$ cat config.mk
export PLATFORM = sky130hd
export DESIGN_NAME = alu_instruction_sequencer
export DESIGN_NICKNAME = d
export VERILOG_FILES = /design/src/rtl/alu_instruction_sequencer.sv
export SDC_FILE = /design/constraint.sdc
export NUM_CORES = 1
export LEC_CHECK = 0
export BUFFER_PORTS_ARGS = -buffer_cell sky130_fd_sc_hd__buf_4
export CAP_MARGIN = 20
export CELL_PAD_IN_SITES_DETAIL_PLACEMENT = 0
export CELL_PAD_IN_SITES_GLOBAL_PLACEMENT = 1
export CORE_UTILIZATION = 57
export DETAILED_ROUTE_END_ITERATION = 8
export GPL_TIMING_DRIVEN = 1
export PLACE_DENSITY = 0.91
export SYNTH_ARGS = -nofsm -noshare
export SYNTH_HDL_FRONTEND = slang
export SYNTH_SLANG_ARGS = --single-unit
export TNS_END_PERCENT = 50
$ cat constraint.sdc
create_clock -name clk -period 9.3 [get_ports clk]
set_input_delay 0.465 -clock clk [delete_from_list [all_inputs] [get_ports clk]]
set_output_delay 0.465 -clock clk [all_outputs]
set_load 0.02 [all_outputs]
$ cat src/rtl/alu_instruction_sequencer.sv
// ---------------------------------------------------------------------------
// alu_instruction_sequencer
// Program-driven front end for the 8-bit ALU datapath. Holds a loadable
// DEPTH x 20-bit program memory and a program counter, and runs a
// fetch/issue state machine that drives opcode/A/B downstream.
//
// Ports:
//   clk, reset         rising-edge clock, synchronous active-high reset
//   prog_we/addr/data  program write port (accepted only in IDLE or HALT)
//                      word layout: [19] halt, [18:16] opcode, [15:8] A, [7:0] B
//   start              begin execution at address 0 (IDLE or HALT only)
//   stall              downstream not ready; hold the current issue
//   opcode, a, b       registered instruction fields to the control unit / ALU
//   issue_valid        opcode/a/b carry a valid instruction
//   pc                 address of the instruction being fetched or issued
//   busy               high in FETCH or ISSUE
//   halted             high in HALT
// ---------------------------------------------------------------------------
module alu_instruction_sequencer #(
    parameter int unsigned DEPTH  = 16,
    parameter int unsigned ADDR_W = 4
) (
    input  logic              clk,
    input  logic              reset,
    input  logic              prog_we,
    input  logic [ADDR_W-1:0] prog_addr,
    input  logic [19:0]       prog_data,
    input  logic              start,
    input  logic              stall,
    output logic [2:0]        opcode,
    output logic [7:0]        a,
    output logic [7:0]        b,
    output logic              issue_valid,
    output logic [ADDR_W-1:0] pc,
    output logic              busy,
    output logic              halted
);

    localparam int unsigned WORD_W = 20;
    localparam int unsigned HALT_B = 19;

    typedef enum logic [1:0] {
        S_IDLE  = 2'd0,
        S_FETCH = 2'd1,
        S_ISSUE = 2'd2,
        S_HALT  = 2'd3
    } state_t;

    state_t              state_q, state_d;
    logic [ADDR_W-1:0]   pc_q, pc_d;
    logic [WORD_W-1:0]   ir_q, ir_d;
    logic [2:0]          opcode_q, opcode_d;
    logic [7:0]          a_q, a_d;
    logic [7:0]          b_q, b_d;
    logic                issue_valid_q, issue_valid_d;
    logic                busy_q, busy_d;
    logic                halted_q, halted_d;

    logic [WORD_W-1:0]   mem_q [DEPTH];
    logic                mem_we_c;
    logic [WORD_W-1:0]   fetch_word_c;

    // Program memory: writes only land while the sequencer is not running.
    assign mem_we_c     = prog_we && ((state_q == S_IDLE) || (state_q == S_HALT));
    assign fetch_word_c = mem_q[pc_q];

    always_ff @(posedge clk) begin
        if (mem_we_c) begin
            mem_q[prog_addr] <= prog_data;
        end
    end

    // Next-state and next-output logic.
    always_comb begin
        state_d       = state_q;
        pc_d          = pc_q;
        ir_d          = ir_q;
        opcode_d      = opcode_q;
        a_d           = a_q;
        b_d           = b_q;
        issue_valid_d = issue_valid_q;

        case (state_q)
            S_IDLE, S_HALT: begin
                if (start) begin
                    state_d = S_FETCH;
                    pc_d    = '0;
                end
            end
            S_FETCH: begin
                // Load the outputs on the same edge as IR so the instruction
                // is presented in the first ISSUE cycle; a halt word leaves
                // the previous opcode/a/b untouched.
                ir_d    = fetch_word_c;
                state_d = S_ISSUE;
                if (!fetch_word_c[HALT_B]) begin
                    issue_valid_d = 1'b1;
                    opcode_d      = fetch_word_c[18:16];
                    a_d           = fetch_word_c[15:8];
                    b_d           = fetch_word_c[7:0];
                end
            end
            S_ISSUE: begin
                if (ir_q[HALT_B]) begin
                    state_d       = S_HALT;
                    issue_valid_d = 1'b0;
                end else if (stall) begin
                    issue_valid_d = 1'b1;
                    opcode_d      = ir_q[18:16];
                    a_d           = ir_q[15:8];
                    b_d           = ir_q[7:0];
                end else begin
                    issue_valid_d = 1'b0;
                    pc_d          = pc_q + ADDR_W'(1);
                    state_d       = S_FETCH;
                end
            end
            default: begin
                state_d = S_IDLE;
            end
        endcase

        busy_d   = (state_d == S_FETCH) || (state_d == S_ISSUE);
        halted_d = (state_d == S_HALT);
    end

    // State and output registers.
    always_ff @(posedge clk) begin
        if (reset) begin
            state_q       <= S_IDLE;
            pc_q          <= '0;
            ir_q          <= '0;
            opcode_q      <= '0;
            a_q           <= '0;
            b_q           <= '0;
            issue_valid_q <= 1'b0;
            busy_q        <= 1'b0;
            halted_q      <= 1'b0;
        end else begin
            state_q       <= state_d;
            pc_q          <= pc_d;
            ir_q          <= ir_d;
            opcode_q      <= opcode_d;
            a_q           <= a_d;
            b_q           <= b_d;
            issue_valid_q <= issue_valid_d;
            busy_q        <= busy_d;
            halted_q      <= halted_d;
        end
    end

    assign opcode      = opcode_q;
    assign a           = a_q;
    assign b           = b_q;
    assign issue_valid = issue_valid_q;
    assign pc          = pc_q;
    assign busy        = busy_q;
    assign halted      = halted_q;

endmodule

== Yosys cells after proc, flatten, opt, wreduce, memory -nomap -nowiden ==
Memories as Yosys holds them, arrays and structs flattened. A register that Yosys moved wholly into a read port is not among the register bits.
Index checks and enable logic that the tools add are counted.

* $add $sub $neg: 1
* Multipliers: 0
* Div/mod/pow operators: 0
* $lt $le $gt $ge: 0
* Equality and inequality tests: 11
* Shift-type cells: 0
* Muxes and demuxes: 28
* Bitwise operators: 0
* Reductions and logical operators: 10

{| class="wikitable"
|+ Operators with widths
! cell !! number
|-
| $mux W8 || 6
|-
| $pmux W8 S2 || 2
|-
| $mux W4 || 5
|-
| $ne A2 B2 Y1 const B || 5
|-
| $mux W3 || 3
|-
| $eq A2 B2 Y1 const B || 4
|-
| $pmux W4 S2 || 1
|-
| $reduce_and A4 Y1 || 2
|-
| $mux W2 || 3
|-
| $pmux W2 S3 || 1
|-
| $pmux W3 S2 || 1
|-
| $mux W1 || 5
|-
| $add A4 B1 Y4 const B || 1
|-
| $eq A2 B1 Y1 const B || 2
|-
| $reduce_bool A2 Y1 || 2
|-
| $logic_not A2 Y1 || 1
|-
| $logic_or A1 B1 Y1 || 2
|-
| $pmux W1 S2 || 1
|-
| $reduce_and A2 Y1 || 1
|-
| $reduce_or A2 Y1 || 1
|-
| $logic_and A1 B1 Y1 || 1
|}

* Flip-flop bits (word level): 48
* Latch bits: 0
* Bits in writable memories: 320
* Memory bits (read-only): 0
* Bits of input ports: 29
* Output and inout port bits: 26
* Logic and storage cells: 60
* Memories: 1

{| class="wikitable"
|+ Memories
! name !! depth !! width !! rd ports !! clocked after memory_dff !! write ports !! line !! RTL
|-
| mem_q || 16 || 20 || 1 || 1 || 1 || 59 || <nowiki>logic [WORD_W-1:0] mem_q [DEPTH];</nowiki>
|}

== Logic depth before layout (Yosys ltp) ==
Gate-level depths: netlist (run 1).

* Depth in word-level cells: 6
* Depth in mapped cells: 10
* Mapped depth without buffers: 8

== Least setup slack after synthesis (run 1) ==
No wires, ideal clock.

* Kind: reg2reg
* Start: register state_q[0]
* End: memory mem_q[0][0] (enable)
* Setup time: 0.422 ns
* Arrival: 2.803 ns
* Data required time: 8.878 ns
* Slack: 6.075 ns
* Stages on the path, launching flop included: 7
* Path buffers: 1
* Clock period less this slack: 3.225 ns
* Cell sequence: dfxtp_1 -> inv_1 -> ha_1 -> clkbuf_1 -> nand2_1 -> or3_1 -> nor3_1

* Longest elaborated chain between the ends: 5
* Elaborated cells between the ends (all ways): 6
* Classes of those cells: 1 x eq/ne; 2 x mux; 3 x reduce/logical

{| class="wikitable"
|+ RTL lines
! element !! line !! RTL
|-
| start, declared || 49 || <nowiki>state_t state_q, state_d;</nowiki>
|-
| start signal, assigned || 140 || <nowiki>state_q <= state_d;</nowiki>
|-
| $eq A2 B2 Y1 / $logic_not A2 Y1 (equally long branches) || 64 || <nowiki>assign mem_we_c = prog_we && ((state_q == S_IDLE) || (state_q == S_HALT));</nowiki>
|-
| $logic_or A1 B1 Y1 (*) || 64 ||
|-
| $logic_and A1 B1 Y1 (*) || 64 ||
|-
| $mux W1 (*) || 68 || <nowiki>if (mem_we_c) begin</nowiki>
|-
| $mux W1 (implied by the code) (*) || 69 || <nowiki>mem_q[prog_addr] <= prog_data;</nowiki>
|-
| end, declared || 59 ||
|}

Mark *: on every way between the ends. The rest lies on a longest branch, timed or not.

==> results.toml, run 1 <==
[finish]
areaGrowthSynthToFinish_pct = 14.1
num_antenna_cells = 0
nets = 881
final_cell_mix = "edfxtp_1 (320), mux4_2 (72), buf_4 (72), dfxtp_1 (49), nor2_1 (47)"
drive_above_1_share_pct = 26.1
seqCellArea_um2 = 10700
fin_util_pct = 66.9
layout_commonest_cell = "edfxtp_1"
final_cells = 1201
multi_input_area_um2 = 3550
fillers = 1518

[drt]
vias = 7736
avgRoutedWirePerCell_um = 25.7
top_layer = "met5"
remaining_drc_errors = 0
met1_length_mm = 12.5
route.met3.wl_mm = 3.01
drt-pass1-iter-count = 5
antenna_left = 0
wirelength_mm = 30.8
viasPerCell = 6.44
drt-initial-drc-count = 854
routed-wl-met2_mm = 14.5

[floorplanning]
start_util_pct = 58.6
fp.dieW_um = 161
rows = 57
core_um2 = 24600
ioPinCount = 55
die_area_um2 = 26000
die_h_um = 161

[timing]
hold_violations = 0
fin_crit_ns = 3.17
relSlewSlack_pct = 30.6
finalSetupTns_ns = 0
max_clock_freq_mhz = 315
report.final.setup_viol = 0
slew_violations = 0
rsz0062_at_grt = "no"
tightest_slew_ns = 1.04
worst_hold_slack_ns = 0.243
clock_skew_ns = 0.0183
period_share_pct = 34.1

[worst_hold_path]
holdPathEnd = "mem_q[3][2]"
hold_class = "in -> reg"
whs_path_depth = 1
hold_start = "prog_data[2]"

[clocking]
clkSlewWorstSetupHoldPaths_ns = 0.06
max-clock-path-buffers = 3
insertion_delay_ns = 0.52
htree_num_levels = 2
cts_tree = "built"
postCtsHoldBufs = 0
numCtsBuffers = 38
ctsRootBufferMaster = "clkbuf_16"
cts_resized = 0
cts_setup_buffers = 0
cts_sinks = 372

[critical_path]
r2r-end = "b[5]"
crit_arrival_ns = 3.63
crit_path_end_kind = "flip-flop"
cp_max_fo = 44
r2r_slack_ns = 6.13
crit_type = "reg -> reg"
cp-start-kind = "flip-flop"
worstPathRequired_ns = 9.76
reg2reg_depth = 6

[logic_synthesis]
synth_edf_count = 320
synth_cells = 780
synth_nets = 814
yosysWarnings = 0
synth.avg_cell_area_um2 = 18.5
syn-cell-area_um2 = 14400
yosys.cell_types.count = 46
ys_seq_area_share_pct = 73.8
ys_ff_latch = 372
async_flop_share_pct = 0
synthFlopType = "edfxtp_1"

[global_route]
grt-ovfl-total = 0
grt_first_pass_wirelength_mm = 46.5
grt_pass1_vias = 7878
grt_max_degree = 68
antenna_found_initial = 1
grt_usage_pct = 24.4

[power]
p_per_area_nw_per_um2 = 225
leakage_nw = 5.29
power.total_mw = 3.71
ir_drop_v = 0.000151

[place]
dp_cells = 1131
port_buffers = 54
place.gp.congestion = 0.750
hpwlAfterDp_mm = 17.7

[job]
max_cap_violations = 0

[run_status]
status = "finished, final reports clean"
-- cells by family after synthesis --
logic type / share of synthesized area, %
compound gates: 4.36
fa+ha+maj: 0.434
buf+inv: 1.97
flops: 73.8
mux: 14.2
simple gates: 5.22
-- state kept, by name (all words and copies together) (netlist names), named ones only --
signal,count
mem_q,320
ir_q,20
a,8
b,8
pc,4
opcode,3
state_q,2
busy,1
halted,1
issue_valid,1
-- per-layer routing --
layer	vias up	track usage [%]
li1	3282	-
met1	3912	34.8
met2	464	37.8
met3	76	5.75
met4	2	7.76
met5	-	0
-- Yosys cell counts, types with 2 or more instances --
library cell,instances,share of area (%)
edfxtp_1,320,67
mux4_2,72,11
nor2_1,59,1.5
dfxtp_1,52,7.2
mux2i_1,25,1.7
nand3_1,25,0.87
nand2_1,23,0.60
clkbuf_1,22,0.57
a21oi_1,18,0.62
a22o_1,16,0.97
buf_2,13,0.45
o21ai_0,13,0.45
or3_1,12,0.52
a211oi_1,11,0.57
a22oi_1,8,0.42
nand2b_1,8,0.35
nand3b_1,8,0.42
inv_1,7,0.18
o311ai_1,7,0.42
nor2b_1,6,0.26
buf_4,5,0.26
ha_1,5,0.43
mux4_1,5,0.91
nor3_1,5,0.17
buf_6,4,0.31
mux2_2,4,0.31
o22ai_1,4,0.17
a31oi_1,3,0.13
buf_1,2,0.052
nand4_1,2,0.087
-- report_power, final --
part           switching (mW)  leakage, nW  internal, mW  total, mW
sequential             0.0281         3.31          1.87       1.90
combinational           0.181         1.37         0.115      0.296
clock                   0.602        0.610         0.911       1.51
-- worst max-delay path, cell delays in order (launching register included) --
cell	delay [ns]
dfxtp_4	0.65
buf_4	0.72
mux2_2	0.41
o22ai_1	0.19
o32a_2	0.38
nor3b_2	0.49
a22o_1	0.22
-- area by class of cell --
class	count	area share [%]
clock buffers	47	6.37
clock inverters	23	1.26
inverters	7	0.160
multi-input cells	354	21.6
flip-flops and latches	372	64.7
well taps	324	2.46
repair buffers	74	3.44
-- metrics by stage --
stage	instance area (um^2)	setup slack, ns
after global routing	16500	5.85
final	16500	6.13
after CTS	16500	6.06
after global placement	15200	6.15
after detailed placement	15200	6.08
after floorplan	14400	6.07
-- worst max path at each step --
| stage | to | cells past startpoint | from | slack, ns |
|---|---|---|---|---|
| after detailed placement | b[5] | 6 | flip-flop | 6.08 |
| after CTS | b[5] | 6 | flip-flop | 6.06 |
| after global routing | b[5] | 6 | flip-flop | 5.85 |
| after floorplan | mem_q[0][0] | 6 | state_q[0] | 6.07 |
| after global placement | b[5] | 6 | flip-flop | 6.15 |
| final | b[5] | 6 | flip-flop | 6.13 |
No activity file was read; power rests on OpenSTA's default activity.
==> inputs of run 2 (changes only) <==
ABC_AREA = 1   (was unset)
CORE_UTILIZATION = 44   (was 57)
PLACE_DENSITY = 0.83   (was 0.91)
clock period = 2.8 ns   (was 9.3 ns; I/O delays follow)
==> run 2 against run 1 <==
Compared with the run above:
- sequential share of layout area fell by 5.3 points
- sequential cell count unchanged
- power rose to 4.1 times the previous value
- final area up 8.9%
- clock-buffer cell count up 16
- hold slack got worse by 0.17 ns
- clock skew rose by 0.0033 ns
- non-clock buffer count grew 47
- register-to-register slack got worse by 5.5 ns
- global-route usage is 3.0 points lower
- routed wire length rose by 23%
- first-iteration DRC count is 10% higher
- critical endpoint is now mem_q[6][11]
- highest routed layer unchanged
- critical path type unchanged
- largest power group unchanged
==> results.toml, run 2 <==
[clocking]
cts_sinks = 372
cts_tree = "built"
htree_num_levels = 2
clkSlewWorstSetupHoldPaths_ns = 0.06
numCtsBuffers = 40
cts_resized = 0
insertion_delay_ns = 0.53
ctsRootBufferMaster = "clkbuf_16"
max-clock-path-buffers = 3

[drt]
drt-initial-drc-count = 943
avgRoutedWirePerCell_um = 18.4
vias = 10626
wirelength_mm = 37.8
drt-pass1-iter-count = 5
viasPerCell = 5.17
remaining_drc_errors = 0
antenna_left = 0

[finish]
layout_commonest_cell = "nand2_1"
areaGrowthSynthToFinish_pct = 16.4
seqCellArea_um2 = 10700
nets = 1603
largest_register_ffs = 320
largest-register = "mem_q"
final_cell_mix = "nand2_1 (482), edfxtp_1 (320), nor2_1 (185), nand3_1 (129), inv_1 (97)"
top_regs = "mem_q x320, ir_q x20"
final_cells = 2056
fin_util_pct = 52.0
num_antenna_cells = 0
drive_above_1_share_pct = 10.9
fillers = 3017
multi_input_area_um2 = 3980

[critical_path]
cp_max_fo = 14
reg2reg_depth = 7
crit_path_end_kind = "flip-flop"
r2r-end = "mem_q[6][11]"
crit_type = "reg -> reg"
cp-start-kind = "flip-flop"
worstPathRequired_ns = 3.01
rr_startpoint = "state_q[0]"
r2r_slack_ns = 0.62
crit_arrival_ns = 2.39

[logic_synthesis]
ys_ff_latch = 372
synth.avg_cell_area_um2 = 10.4
async_flop_share_pct = 0
yosys.cell_types.count = 26
synth_edf_count = 320
synth_common_cells = "nand2_1 (482), edfxtp_1 (320), nor2_1 (201)"
synthFlopType = "edfxtp_1"
synth_top_cell_by_area = "edfxtp_1"
synthTopCellsByArea = "edfxtp_1 (62%), nand2_1 (12%), dfxtp_1 (6.8%)"
syn-cell-area_um2 = 15400
synth_nets = 1521
yosys.area.top_type_share_pct = 62.4
synth_cells = 1487
ys_seq_area_share_pct = 69.2
yosysWarnings = 0
synth_most_common_cell = "nand2_1"

[floorplanning]
start_util_pct = 44.7
die_area_um2 = 35800
rows = 68
ioPinCount = 55
die_h_um = 189
core_um2 = 34500
fp.dieW_um = 189

[power]
combPwrFrac_pct = 21.6
p_switching_mw = 4.45
ir_drop_v = 0.000547
sequentialPowerShare_pct = 44.1
p_per_area_nw_per_um2 = 844
p_int_mw = 10.7
leakage_nw = 7.14
p_sw_share_pct = 29.4
p_clk_share_pct = 34.3

[worst_hold_path]
holdPathEnd = "state_q[1]"
hold_start = "start"
hold_class = "in -> reg"
whs_path_depth = 4

[global_route]
grt_max_degree = 83
grt_usage_pct = 21.4
use_met3_pct = 3.78
antenna_found_initial = 1
grt_use_met1_pct = 30.6
grt_pass1_vias = 10010
grt-ovfl-total = 0
use_met2_pct = 33.5
grt_first_pass_wirelength_mm = 57.9
grt-busiest-layer = "met2"

[job]
max_cap_violations = 0

[timing]
tightest_slew_ns = 0.683
finalSetupTns_ns = 0
max_clock_freq_mhz = 458
relSlewSlack_pct = 54.5
hold_violations = 0
fin_crit_ns = 2.18
slew_violations = 0
rsz0062_at_grt = "no"
clock_skew_ns = 0.0216
fin_ws_ns = 0.618
report.final.setup_viol = 0
worst_hold_slack_ns = 0.0755
period_share_pct = 77.9

[place]
hpwlAfterDp_mm = 21.9
dp_cells = 1961
port_buffers = 54
dp_slack_ns = 0.663
place.gp.congestion = 0.801

[run_status]
status = "finished, final reports clean"
[run 2: changes by cell type in the layout (fill, tap and decap cells not counted), moves of 26 or more]
cell      before  now
inv_1          7   97
nand3_1       25  129
o21ai_0       13   70
nand2_1       23  482
nor2_1        47  185
o211ai_1       0   26
mux4_2        72    0
[run 2: worst max-delay path by stage]
| stage | start | to | slack [ns] |
|---|---|---|---|
| global route | flip-flop | b[1] | 0.47 |
| floorplan | state_q[0] | mem_q[4][0] | 0.50 |
| finish | state_q[0] | mem_q[6][11] | 0.62 |
| global placement | flip-flop | b[1] | 0.71 |
| detailed placement | state_q[0] | mem_q[7][17] | 0.66 |
| CTS | state_q[0] | mem_q[1][11] | 0.65 |
[run 2: worst max-delay path: stages (launching register included)]
cell and delay (ns):
dfxtp_1 0.38, inv_1 0.08, ha_1 0.35, nand2_1 0.20, inv_1 0.16, nand3b_1 0.22
nor2_2 0.17, buf_4 0.30
[run 2: power groups by stage]
stage	registers (mW)	logic (mW)	clock network, mW
3_5_place_dp	6.78	3.22	0
5_1_grt	6.70	3.67	5.51
3_3_place_gp	6.77	3.20	0
2_1_floorplan	6.90	1.99	0
4_1_cts	6.67	3.27	5.27
6_report	6.66	3.27	5.19
[run 2: final cells by class]
| cell class | instances | area share (%) |
|---|---|---|
| flip-flops and latches | 372 | 59.4 |
| multi-input cells | 935 | 22.2 |
| clock buffers | 63 | 6.53 |
| repair buffers | 121 | 5.78 |
| well taps | 455 | 3.18 |
| inverters | 99 | 2.09 |
| clock inverters | 11 | 0.768 |
[run 2: through the flow]
stage	instance area (um^2)	power (mW)
final	17900	15.1
after global routing	17900	15.9
after CTS	17900	15.2
after detailed placement	16400	10.0
after global placement	16400	9.97
after floorplan	15400	8.89
[run 2: what timing repair did]
item / CTS / global route
hold endpoints to repair: 321 / 0
endpoints found under the setup margin: 0 / 0
buffers inserted: 0 / 0
hold buffers: 21 / 0
[run 2: kinds of logic after synthesis]
| family | after synthesis | synth area share (%) |
|---|---|---|
| simple gates | 823 | 21.3 |
| compound gates | 106 | 3.88 |
| fa+ha+maj | 5 | 0.406 |
| xor+xnor | 1 | 0.0569 |
| flops | 372 | 69.2 |
| buf+inv | 180 | 5.24 |
[run 2: layer usage]
metal	vias to the layer above	routed length, um
met2	413	17200
met5	-	16
met4	2	729
met3	60	3040
li1	5101	-
met1	5050	16900
==> inputs of run 3 (changes only) <==
clock period = 1.87 ns   (was 2.8 ns; I/O delays follow)
==> run 3 against run 2 <==
Compared with the run above:
- sequential power increased by 49%
- core utilization grew 1.9 points
- combinational power grew 66%
- hold slack got worse by 0.028 ns
- clock skew down 0.0099 ns
==> results.toml, run 3 (same netlist as run 2, synthesis figures left out) <==
[worst_hold_path]
hold_start = "stall"
hold_class = "in -> reg"
holdPathEnd = "issue_valid"
whs_path_depth = 7

[place]
place.gp.congestion = 0.887
port_buffers = 54
dp_slack_ns = -0.0656
hpwlAfterDp_mm = 22.7
placed_area_um2 = 16800

[clocking]
ctsRootBufferMaster = "clkbuf_16"
max-clock-path-buffers = 3
clkSlewWorstSetupHoldPaths_ns = 0.06
htree_num_levels = 2
cts_tree = "built"
numCtsBuffers = 41
insertion_delay_ns = 0.55
cts_sinks = 372

[global_route]
grt_pass1_vias = 10257
grt_first_pass_wirelength_mm = 56.7
antenna_found_initial = 0
grt_max_degree = 72
grt_usage_pct = 20.7
grt-ovfl-total = 0

[floorplanning]
core_um2 = 34500
die_area_um2 = 35800
start_util_pct = 44.7
fp.dieW_um = 189
die_h_um = 189
rows = 68
ioPinCount = 55

[timing]
fin_ws_ns = 0.0705
finalSetupTns_ns = 0
worst_hold_slack_ns = 0.0471
period_share_pct = 96.2
tightest_slew_ns = 0.334
max_clock_freq_mhz = 556
fin_crit_ns = 1.80
rsz0062_at_grt = "yes"
relSlewSlack_pct = 77.7
slew_violations = 0
report.final.setup_viol = 0
clock_skew_ns = 0.0117
hold_violations = 0

[critical_path]
worstPathRequired_ns = 2.13
cp_max_fo = 15
critical_path_buf_inv_count = 3
cpLargestDelayFamily = "simple AND/OR/NAND/NOR gates"
reg2reg_depth = 7
r2r-end = "mem_q[5][13]"
crit_chain = "inv_2 > ha_4 > nand2_2 > inv_2 > nand3b_1 > nor2_2 > buf_12"
r2r_slack_ns = 0.07
crit_type = "reg -> reg"
slowest_delay_ns = 0.33
critPathSlowestCell = "dfxtp_2"
cp-start-kind = "flip-flop"
rr_startpoint = "state_q[0]"
crit_top_cell = "inv_2"
crit_arrival_ns = 2.06
crit_path_end_kind = "flip-flop"
critPathLaunch = "state_q[0]"

[finish]
largest_register_ffs = 320
drive_above_1_share_pct = 14.0
nets = 1629
top_regs = "mem_q x320, ir_q x20"
postLayoutCellArea_um2 = 18600
final_cell_mix = "nand2_1 (476), edfxtp_1 (320), nor2_1 (182), nand3_1 (123)"
largest-register = "mem_q"
layout_commonest_cell = "nand2_1"
multi_input_area_um2 = 4060
num_antenna_cells = 0
areaGrowthSynthToFinish_pct = 20.6
seqCellArea_um2 = 10700
fillers = 2961

[power]
p_per_area_nw_per_um2 = 1270
leakage_nw = 7.41
ir_drop_v = 0.00110

[job]
max_cap_violations = 0

[drt]
remaining_drc_errors = 0
vias = 10643
drt-pass1-iter-count = 5
viasPerCell = 5.11
antenna_left = 0
wirelength_mm = 36.7
drt-initial-drc-count = 939
avgRoutedWirePerCell_um = 17.6

[run_status]
status = "finished, final reports clean"
run 3: cell types whose count changed in the layout (fill, tap and decap cells not counted), sizes merged:
cell,delta
clkinv,+5
clkinvlp,+1
clkbuf,-12
buf,+23
bufinv,+4
inv,+4
run 3: power by group:
| group | internal [mW] | total [mW] | leakage, nW | switching (mW) |
|---|---|---|---|---|
| clock | 5.02 | 8.25 | 0.667 | 3.23 |
| combinational | 2.03 | 5.42 | 3.43 | 3.40 |
| sequential | 9.64 | 9.95 | 3.32 | 0.312 |
run 3: worst register-to-register path: stages (launching register included):
cell	delay, ns
dfxtp_2	0.33
inv_2	0.05
ha_4	0.26
nand2_2	0.09
inv_2	0.09
nand3b_1	0.23
nor2_2	0.27
buf_12	0.18
run 3: worst max-delay path by stage:
stage | endpoint | slack (ns) | depth (start not counted)
after detailed placement | a[5] | -0.07 | 11
after global placement | a[1] | -0.03 | 11
after floorplan | mem_q[4][0] | -0.17 | 6
final | mem_q[5][13] | 0.07 | 7
after CTS | mem_q[5][10] | 0.01 | 7
after global routing | busy | -0.05 | 10
run 3: repair_timing:
item                                    4_1_cts  5_1_grt
endpoints found under the hold margin       327        0
setup buffers                                 0        5
endpoints found under the setup margin       84      144
gates cloned                                  0        2
pin swaps                                     2        3
hold buffers                                 21        0
resized for setup                             7       30
run 3: cell type report:
type                       instances  share of cell area [%]
timing repair buffer             146                    8.23
inverter                          99                    2.06
multi-input combinational        935                    21.9
clock buffer                      49                    5.69
tap                              455                    3.07
clock inverter                    25                    1.71
sequential                       372                    57.4
run 3: stage by stage:
step / utilization [%] / total power [mW] / std cells
after floorplan: - / 13.3 / 1487
after global placement: 48.7 / 15.1 / 1979
after detailed placement: 48.7 / 15.2 / 1979
after CTS: 53.3 / 23.5 / 2074
after global routing: 53.9 / 24.8 / 2081
final: 53.9 / 23.6 / 2081
run 3: metal layers:
| layer | GRT usage, % | share of wire [%] |
|---|---|---|
| met1 | 28.4 | 43 |
| met2 | 33.4 | 47 |
| met3 | 3.84 | 7.6 |
| met4 | 6.27 | 2.3 |
| met5 | 0 | 0 |
